[src/rtl/riscv_enc_pkg.sv]
// Shared RISC-V encoding constants, op enum and request struct for the instruction encoder.
package riscv_enc_pkg;

   typedef enum logic [2:0] {
      I_ADD  = 3'd0,
      I_SUB  = 3'd1,
      I_AND  = 3'd2,
      I_OR   = 3'd3,
      I_ADDI = 3'd4,
      I_LD   = 3'd5,
      I_SD   = 3'd6,
      I_BEQ  = 3'd7
   } op_e;

   typedef struct packed {
      op_e         op;
      logic [4:0]  rd;
      logic [4:0]  rs1;
      logic [4:0]  rs2;
      logic [63:0] imm;
   } enc_req_t;

   localparam logic [6:0] OP_R      = 7'b0110011;
   localparam logic [6:0] OP_IMM    = 7'b0010011;
   localparam logic [6:0] OP_LOAD   = 7'b0000011;
   localparam logic [6:0] OP_STORE  = 7'b0100011;
   localparam logic [6:0] OP_BRANCH = 7'b1100011;

   localparam logic [2:0] F3_ADD = 3'b000;
   localparam logic [2:0] F3_AND = 3'b111;
   localparam logic [2:0] F3_OR  = 3'b110;
   localparam logic [2:0] F3_D   = 3'b011;
   localparam logic [2:0] F3_BEQ = 3'b000;

   localparam logic [6:0] F7_BASE = 7'b0000000;
   localparam logic [6:0] F7_SUB  = 7'b0100000;

   localparam logic [31:0] NOP = 32'h0000_0013;

   function automatic logic [7:0] sat_inc8(input logic [7:0] v);
      return (v == 8'hFF) ? 8'hFF : v + 8'd1;
   endfunction

endpackage

[src/rtl/instr_encoder_if.sv]
// Request/response stream between the loader and the instruction encoder.
interface instr_encoder_if import riscv_enc_pkg::*; #(parameter int ADDR_W = 8);
   logic              in_valid;
   logic              in_ready;
   op_e               in_op;
   logic [4:0]        in_rd;
   logic [4:0]        in_rs1;
   logic [4:0]        in_rs2;
   logic [63:0]       in_imm;
   logic              addr_clr;
   logic              out_valid;
   logic              out_ready;
   logic [31:0]       out_instr;
   logic [ADDR_W-1:0] out_addr;
   logic              out_err;
   logic [7:0]        err_cnt;

   modport master (
      output in_valid, in_op, in_rd, in_rs1, in_rs2, in_imm, addr_clr, out_ready,
      input  in_ready, out_valid, out_instr, out_addr, out_err, err_cnt
   );

   modport slave (
      input  in_valid, in_op, in_rd, in_rs1, in_rs2, in_imm, addr_clr, out_ready,
      output in_ready, out_valid, out_instr, out_addr, out_err, err_cnt
   );
endinterface

[src/rtl/instr_pack.sv]
// Combinational field packing of one symbolic instruction plus the 12-bit immediate range check.
module instr_pack import riscv_enc_pkg::*; (
   input  enc_req_t    req,
   output logic [31:0] instr,
   output logic        err
);

   logic [11:0] v;
   logic        in_range;
   logic        r_type;

   assign v        = req.imm[11:0];
   assign in_range = (req.imm == {{52{v[11]}}, v});
   assign r_type   = (req.op == I_ADD) || (req.op == I_SUB) ||
                     (req.op == I_AND) || (req.op == I_OR);

   always_comb begin
      instr = NOP;
      err   = 1'b0;
      unique case (req.op)
         I_ADD:  instr = {F7_BASE, req.rs2, req.rs1, F3_ADD, req.rd, OP_R};
         I_SUB:  instr = {F7_SUB,  req.rs2, req.rs1, F3_ADD, req.rd, OP_R};
         I_AND:  instr = {F7_BASE, req.rs2, req.rs1, F3_AND, req.rd, OP_R};
         I_OR:   instr = {F7_BASE, req.rs2, req.rs1, F3_OR,  req.rd, OP_R};
         I_ADDI: instr = {v, req.rs1, F3_ADD, req.rd, OP_IMM};
         I_LD:   instr = {v, req.rs1, F3_D,   req.rd, OP_LOAD};
         I_SD:   instr = {v[11:5], req.rs2, req.rs1, F3_D, v[4:0], OP_STORE};
         // imm is already the halfword offset, so v[0] lands in inst[8]
         I_BEQ:  instr = {v[11], v[9:4], req.rs2, req.rs1, F3_BEQ, v[3:0], v[10], OP_BRANCH};
         default: instr = NOP;
      endcase
      if (!r_type && !in_range) begin
         instr = NOP;
         err   = 1'b1;
      end
   end

endmodule

[src/rtl/instr_encoder.sv]
// Encoder top: output register with valid/ready, write-address counter and saturating error count.
module instr_encoder import riscv_enc_pkg::*; #(
   parameter int ADDR_W    = 8,
   parameter int BASE_ADDR = 0
) (
   input  logic           clk,
   input  logic           rst_n,
   instr_encoder_if.slave bus
);

   localparam logic [ADDR_W-1:0] BASE_A = ADDR_W'(BASE_ADDR);
   localparam logic [ADDR_W-1:0] STEP   = ADDR_W'(4);

   enc_req_t          req;
   logic [31:0]       p_instr;
   logic              p_err;
   logic              vld, err_q, rdy, acc;
   logic [31:0]       instr_q;
   logic [ADDR_W-1:0] addr_q, cnt, cnt_base;
   logic [7:0]        ecnt, ecnt_base;

   assign req = '{op: bus.in_op, rd: bus.in_rd, rs1: bus.in_rs1, rs2: bus.in_rs2, imm: bus.in_imm};

   instr_pack u_pack (.req(req), .instr(p_instr), .err(p_err));

   assign rdy = !vld || bus.out_ready;
   assign acc = bus.in_valid && rdy;

   // addr_clr takes effect before the accepted word picks its address
   assign cnt_base  = bus.addr_clr ? BASE_A : cnt;
   assign ecnt_base = bus.addr_clr ? 8'd0   : ecnt;

   always_ff @(posedge clk or negedge rst_n) begin
      if (!rst_n) begin
         vld     <= 1'b0;
         instr_q <= '0;
         addr_q  <= BASE_A;
         err_q   <= 1'b0;
         cnt     <= BASE_A;
         ecnt    <= '0;
      end else begin
         if (rdy) vld <= acc;
         if (acc) begin
            instr_q <= p_instr;
            err_q   <= p_err;
            addr_q  <= cnt_base;
            cnt     <= p_err ? cnt_base : cnt_base + STEP;
            ecnt    <= p_err ? sat_inc8(ecnt_base) : ecnt_base;
         end else if (bus.addr_clr) begin
            cnt  <= BASE_A;
            ecnt <= '0;
         end
      end
   end

   assign bus.in_ready  = rdy;
   assign bus.out_valid = vld;
   assign bus.out_instr = instr_q;
   assign bus.out_addr  = addr_q;
   assign bus.out_err   = err_q;
   assign bus.err_cnt   = ecnt;

endmodule

[src/flat_wrapper.sv]
// flat-port wrapper written by rule: the top's interface ports become plain ports
module instr_encoder_flat import riscv_enc_pkg::*;
#(
   parameter int ADDR_W    = 8,
   parameter int BASE_ADDR = 0
)
  (clk, rst_n, bus_in_valid, bus_in_op, bus_in_rd, bus_in_rs1, bus_in_rs2, bus_in_imm, bus_addr_clr, bus_out_ready, bus_in_ready, bus_out_valid, bus_out_instr, bus_out_addr, bus_out_err, bus_err_cnt);
  instr_encoder_if #(.ADDR_W(ADDR_W)) bus_i ();
  input  logic clk;
  input  logic rst_n;
  input wire logic [$bits(bus_i.in_valid)-1:0] bus_in_valid;
  input wire logic [$bits(bus_i.in_op)-1:0] bus_in_op;
  input wire logic [$bits(bus_i.in_rd)-1:0] bus_in_rd;
  input wire logic [$bits(bus_i.in_rs1)-1:0] bus_in_rs1;
  input wire logic [$bits(bus_i.in_rs2)-1:0] bus_in_rs2;
  input wire logic [$bits(bus_i.in_imm)-1:0] bus_in_imm;
  input wire logic [$bits(bus_i.addr_clr)-1:0] bus_addr_clr;
  input wire logic [$bits(bus_i.out_ready)-1:0] bus_out_ready;
  output wire logic [$bits(bus_i.in_ready)-1:0] bus_in_ready;
  output wire logic [$bits(bus_i.out_valid)-1:0] bus_out_valid;
  output wire logic [$bits(bus_i.out_instr)-1:0] bus_out_instr;
  output wire logic [$bits(bus_i.out_addr)-1:0] bus_out_addr;
  output wire logic [$bits(bus_i.out_err)-1:0] bus_out_err;
  output wire logic [$bits(bus_i.err_cnt)-1:0] bus_err_cnt;
  assign bus_i.in_valid = bus_in_valid;
  assign bus_i.in_op = bus_in_op;
  assign bus_i.in_rd = bus_in_rd;
  assign bus_i.in_rs1 = bus_in_rs1;
  assign bus_i.in_rs2 = bus_in_rs2;
  assign bus_i.in_imm = bus_in_imm;
  assign bus_i.addr_clr = bus_addr_clr;
  assign bus_i.out_ready = bus_out_ready;
  assign bus_in_ready = bus_i.in_ready;
  assign bus_out_valid = bus_i.out_valid;
  assign bus_out_instr = bus_i.out_instr;
  assign bus_out_addr = bus_i.out_addr;
  assign bus_out_err = bus_i.out_err;
  assign bus_err_cnt = bus_i.err_cnt;
  instr_encoder #(.ADDR_W(ADDR_W), .BASE_ADDR(BASE_ADDR)) u_core (.clk(clk), .rst_n(rst_n), .bus(bus_i));
endmodule
[config.mk]
export PLATFORM = sky130hd
export DESIGN_NAME = instr_encoder_flat
export DESIGN_NICKNAME = d
export VERILOG_FILES = /design/src/rtl/riscv_enc_pkg.sv /design/src/rtl/instr_encoder_if.sv /design/src/rtl/instr_pack.sv /design/src/rtl/instr_encoder.sv /design/src/flat_wrapper.sv
export SDC_FILE = /design/constraint.sdc
export NUM_CORES = 1
export LEC_CHECK = 0
export BUFFER_PORTS_ARGS = -buffer_cell sky130_fd_sc_hd__buf_4
export CAP_MARGIN = 20
export CORE_MARGIN = 4
export CORE_UTILIZATION = 52
export CTS_CLUSTER_DIAMETER = 100
export CTS_CLUSTER_SIZE = 40
export DETAILED_ROUTE_END_ITERATION = 12
export PLACE_DENSITY = 0.87
export SYNTH_ARGS = -nofsm -noshare
export SYNTH_HDL_FRONTEND = slang
export SYNTH_HIERARCHICAL = 1
export SYNTH_SLANG_ARGS = --single-unit
[constraint.sdc]
create_clock -name clk -period 4.2 [get_ports clk]
set_clock_uncertainty 0.15 [all_clocks]
set_input_delay 0.42 -clock clk [delete_from_list [all_inputs] [get_ports clk]]
set_output_delay 0.42 -clock clk [all_outputs]
set_load 0.03 [all_outputs]
-- Word level (Yosys, flattened, before mapping)
Cells that the tools add are included.
- output and inout bits: 51
- logic and storage cells: 37
- flip-flop bits (word level): 58
- bits of input ports: 87
- add/sub/neg operators: 2
- equal/unequal tests: 9
- reductions and logical operators: 10
- multiplexer cells: 10
- operator list (operator ; number):
    $pmux 32 s8 ; 1
    $mux 8 ; 7
    $eq 52x52->1 ; 1
    $mux 32 ; 1
    $eq 3x3->1 const B ; 4
    $add 8x1->8 const B ; 1
    $add 8x3->8 const B ; 1
    $eq 8x8->1 const B ; 1
    $eq 3x2->1 const B ; 2
    $logic_or 1x1->1 ; 4
    $eq 3x1->1 const B ; 1
    $logic_not 1->1 ; 3
    $logic_not 3->1 ; 1
    $logic_and 1x1->1 ; 2
    $mux 1 ; 1

-- Logic depth before layout (Yosys ltp)
- word-level depth: 9
- gate-level depth with buffers: 9
- mapped depth without buffers: 8

-- Cells and area by module
The synthesis kept the hierarchy.
- modules (own cells, without submodules) (module ; area each (µm²) ; sequential area each (µm²) ; cells an instance ; instances):
    instr_encoder ; 2383.5 ; 1451.4 ; 175 ; 1
    instr_pack ; 784.5 ; 0.0 ; 128 ; 1

-- Worst setup path before layout
Ideal clock, no wire load.
- kind: input-to-reg
- start point: input bus_in_imm[11]
- end point: register u_core.ecnt[4] (netlist: u_core/bus.err_cnt[4])
- data required time: 3.916 ns
- setup time: 0.134 ns
- stages on the path: 9
- path slack: 1.413 ns
- data arrival time: 2.503 ns
- path through: clkbuf_1 -> nor3_1 -> nand3_1 -> a222oi_1 -> a31oi_1 -> and4_1 -> buf_6 -> a41oi_1 -> nor3_1
- cells in the longest elaborated chain, start to end: 6
- ends and longest elaborated chain (element ; RTL line ; text):
    start, declared ; flat_wrapper.sv:16 ; input wire logic [$bits(bus_i.in_imm)-1:0] bus_in_imm;
    $eq 52x52->1 ; instr_pack.sv:13 ; assign in_range = (req.imm == {{52{v[11]}}, v});
    $logic_not 1->1 ; instr_pack.sv:32 ; if (!r_type && !in_range) begin
    $logic_and 1x1->1 ; instr_pack.sv:32 ;
    $mux 1 ; instr_pack.sv:32 ;
    named net u_core.p_err ; instr_encoder.sv:16 ; logic p_err;
    $mux 8 ; instr_encoder.sv:48 ; ecnt <= p_err ? sat_inc8(ecnt_base) : ecnt_base;
    $mux 8 ; instr_encoder.sv:43 ; if (acc) begin
    end signal, assigned ; instr_encoder.sv:48 ;
    end, declared ; instr_encoder.sv:20 ; logic [7:0] ecnt, ecnt_base;
The timed path passes the listed nets, and every way through them passes these cells.
A chain may end at the register's enable or synchronous reset.

-- Final worst setup path
Ends and elaborated chain as after synthesis.

==> impl_metrics.json <==
{
  "die_h_um": 86.1,
  "power_density_nw_per_um2": 340,
  "cts_resized": 0,
  "port_buffers": 137,
  "wl_um": 8590,
  "dieWidth_um": 86.1,
  "cts_max_path_buffers": 2,
  "drtIter0Drc": 109,
  "clkSinkCount": 58,
  "finalSetupViolCount": 0,
  "power_mw": 1.49,
  "worstSetupPathType": "in -> reg",
  "cp_slowest_cell": "a222oi_1",
  "violations": "negative hold slack",
  "fmax_ghz": 0.321,
  "crit_path_end_kind": "flop",
  "fin_area_um2": 4380,
  "placed_area_um2": 4160,
  "io_pins": 138,
  "max_stage_delay_ps": 810,
  "cts_hold_buf": 0,
  "drive_gt1_frac": 0.446,
  "synth_seq_area_share": 0.458,
  "slew_viol_final": 0,
  "fp-row-count": 28,
  "layout_min_cycle_time_ps": 3120,
  "ys_warn_count": 6,
  "required_ps": 4260,
  "netlist_top_cells_area": "dfrtp_1, mux2_2, mux2i_1",
  "slew_headroom": 0.273,
  "finalSetupTns_ps": 0,
  "firstDrtPassIters": 4,
  "async_reset_ff_frac": 1.00,
  "wl_per_cell_um": 16.8,
  "synth-seq-cells": 58,
  "ir_drop_v": 0.000281,
  "antenna_found_initial": 0,
  "clockRootBuffer": "clkbuf_8",
  "clk_latency_ps": 330,
  "worstMarginPinSlew_ps": 1090,
  "die-area_um2": 7410,
  "antennaDiodeCount": 0,
  "leakagePower_nw": 2.12,
  "cts_made_buffers": 9,
  "hold_slack_ps": -2.80,
  "place_congestion": 0.867,
  "num_vias": 2927,
  "syn_area_per_cell_um2": 10.5,
  "dp_cells": 496,
  "synthesis.area_um2": 3170,
  "initial_core_util": 0.535,
  "cp_num_buf_inv": 1,
  "grt_usage": 0.234,
  "drc": 0,
  "core_um2": 5920,
  "grt_pass1_wl_um": 13700,
  "via_per_inst": 5.72,
  "cp_top_family": "compound AO/OA/AOI/OAI gates",
  "crit_chain": "buf_4 > nand3_1 > or3_1 > a222oi_1 > a31oi_1 > and4_1 > a41oi_1 > nor3_1",
  "ys_types": 46,
  "post-cts-setup-buffers": 0,
  "layout.cells.non_filler": 512,
  "cts_max_level": 3,
  "start_kind": "input port",
  "synth-edff-count": 0,
  "drtAntennaViolNets": 0,
  "rsz0062_at_grt": "no",
  "syn_to_final_growth_pct": 38.2,
  "hold_viol_final": 3,
  "crit_arrival_ps": 3180,
  "grt_remaining_overflow": 0,
  "grt_pass1_vias": 2917,
  "clkTransAtPathRegs_ps": 70,
  "syn_inst": 303,
  "final_nets": 520,
  "path_max_fanout": 15,
  "synth_ff_type": "dfrtp_1",
  "drv_cap": 0,
  "status": "finished with violations",
  "post-route-period-util": 0.742,
  "dp_hpwl_um": 6470,
  "grt_max_degree": 59,
  "hp-class": "in -> async",
  "synthDominantCellAreaShare": 0.458,
  "synth_top_area_cell": "dfrtp_1",
  "cts_tree": "yes"
}
==> power by group <==
part | total (mW) | leakage [nW] | internal [mW] | switching (mW)
sequential | 0.613 | 0.767 | 0.594 | 0.0188
clock | 0.565 | 0.109 | 0.348 | 0.216
combinational | 0.313 | 1.24 | 0.145 | 0.168
total | 1.49 | 2.12 | 1.09 | 0.403
==> placed cells by master, fill, tap and decap left out, types with 6 or more instances in the layout <==
cell	count
nand2b_1	8
mux2_2	40
nor2_1	12
clkbuf_8	10
nor4_1	7
nor3_1	16
or3_1	6
inv_1	7
nand4_1	12
dfrtp_1	58
mux2i_1	10
nand2_1	17
nand3_1	20
nor2b_1	11
buf_4	137
==> final cells by class <==
| cell class | instances | area (um2) |
|---|---|---|
| multi-input combinational | 219 | 1560 |
| clock buffer | 11 | 141 |
| sequential | 58 | 1450 |
| clock inverter | 5 | 77.6 |
| fill | 438 | 1540 |
| inverter | 7 | 26.3 |
| tap | 75 | 93.8 |
| timing repair buffer | 137 | 1030 |
==> flip-flops by register name, indices dropped and copies added, names as in the netlist <==
name and cells:
u_core/bus.err_cnt 8, u_core/bus.out_addr 8, u_core/bus.out_err 1, u_core/bus.out_instr 32
u_core/bus.out_valid 1, u_core/cnt 8
==> logic make-up after synthesis <==
logic type | share of synthesized area
xor+xnor | 0.0111
flops | 0.458
buf+inv | 0.0525
other cells | 0.00237
compound gates | 0.0889
mux | 0.174
fa+ha+maj | 0.00395
simple gates | 0.209
==> metal layers <==
| metal | routed length, um | GRT usage |
|---|---|---|
| met2 | 4520 | 0.430 |
| met3 | 747 | 0.0596 |
| met4 | 232 | 0.102 |
| met1 | 3090 | 0.251 |
| met5 | 0 | 0 |
==> per-stage QoR <==
stage | setup slack (ps) | utilization
after detailed placement | 810 | 0.702
after CTS | 1150 | 0.739
after global routing | 912 | 0.739
final | 1080 | 0.739
after floorplan | 1410 | -
after global placement | 932 | 0.702
==> worst paths after layout <==
check                           slack (ps)  cells after the start                 start                       end
worst max-delay path                  1080                      8        bus_in_imm[11]     u_core/bus.err_cnt[4]
worst min-delay path                    -3                      1                 rst_n  u_core/bus.out_instr[15]
worst max register to register        1900                      4  u_core/bus.out_valid             u_core/cnt[3]
worst min register to register         300                      1         u_core/cnt[7]             u_core/cnt[7]
max in group asynchronous             3430                      1                 rst_n    u_core/bus.out_addr[7]
min in group clk                       190                      2          bus_in_valid      u_core/bus.out_valid
==> synth_stat cells (all sizes together), types with 5 or more instances <==
| cell | instances |
|---|---|
| dfrtp | 58 |
| mux2 | 40 |
| nand3 | 20 |
| nand2 | 18 |
| nor3 | 16 |
| buf | 13 |
| nand4 | 12 |
| nor2 | 12 |
| nor2b | 11 |
| mux2i | 10 |
| clkbuf | 8 |
| nand2b | 8 |
| nor4 | 8 |
| inv | 7 |
| or3 | 6 |
| a21oi | 5 |
| a32o | 5 |
No activity file was read; power rests on OpenSTA's default activity.
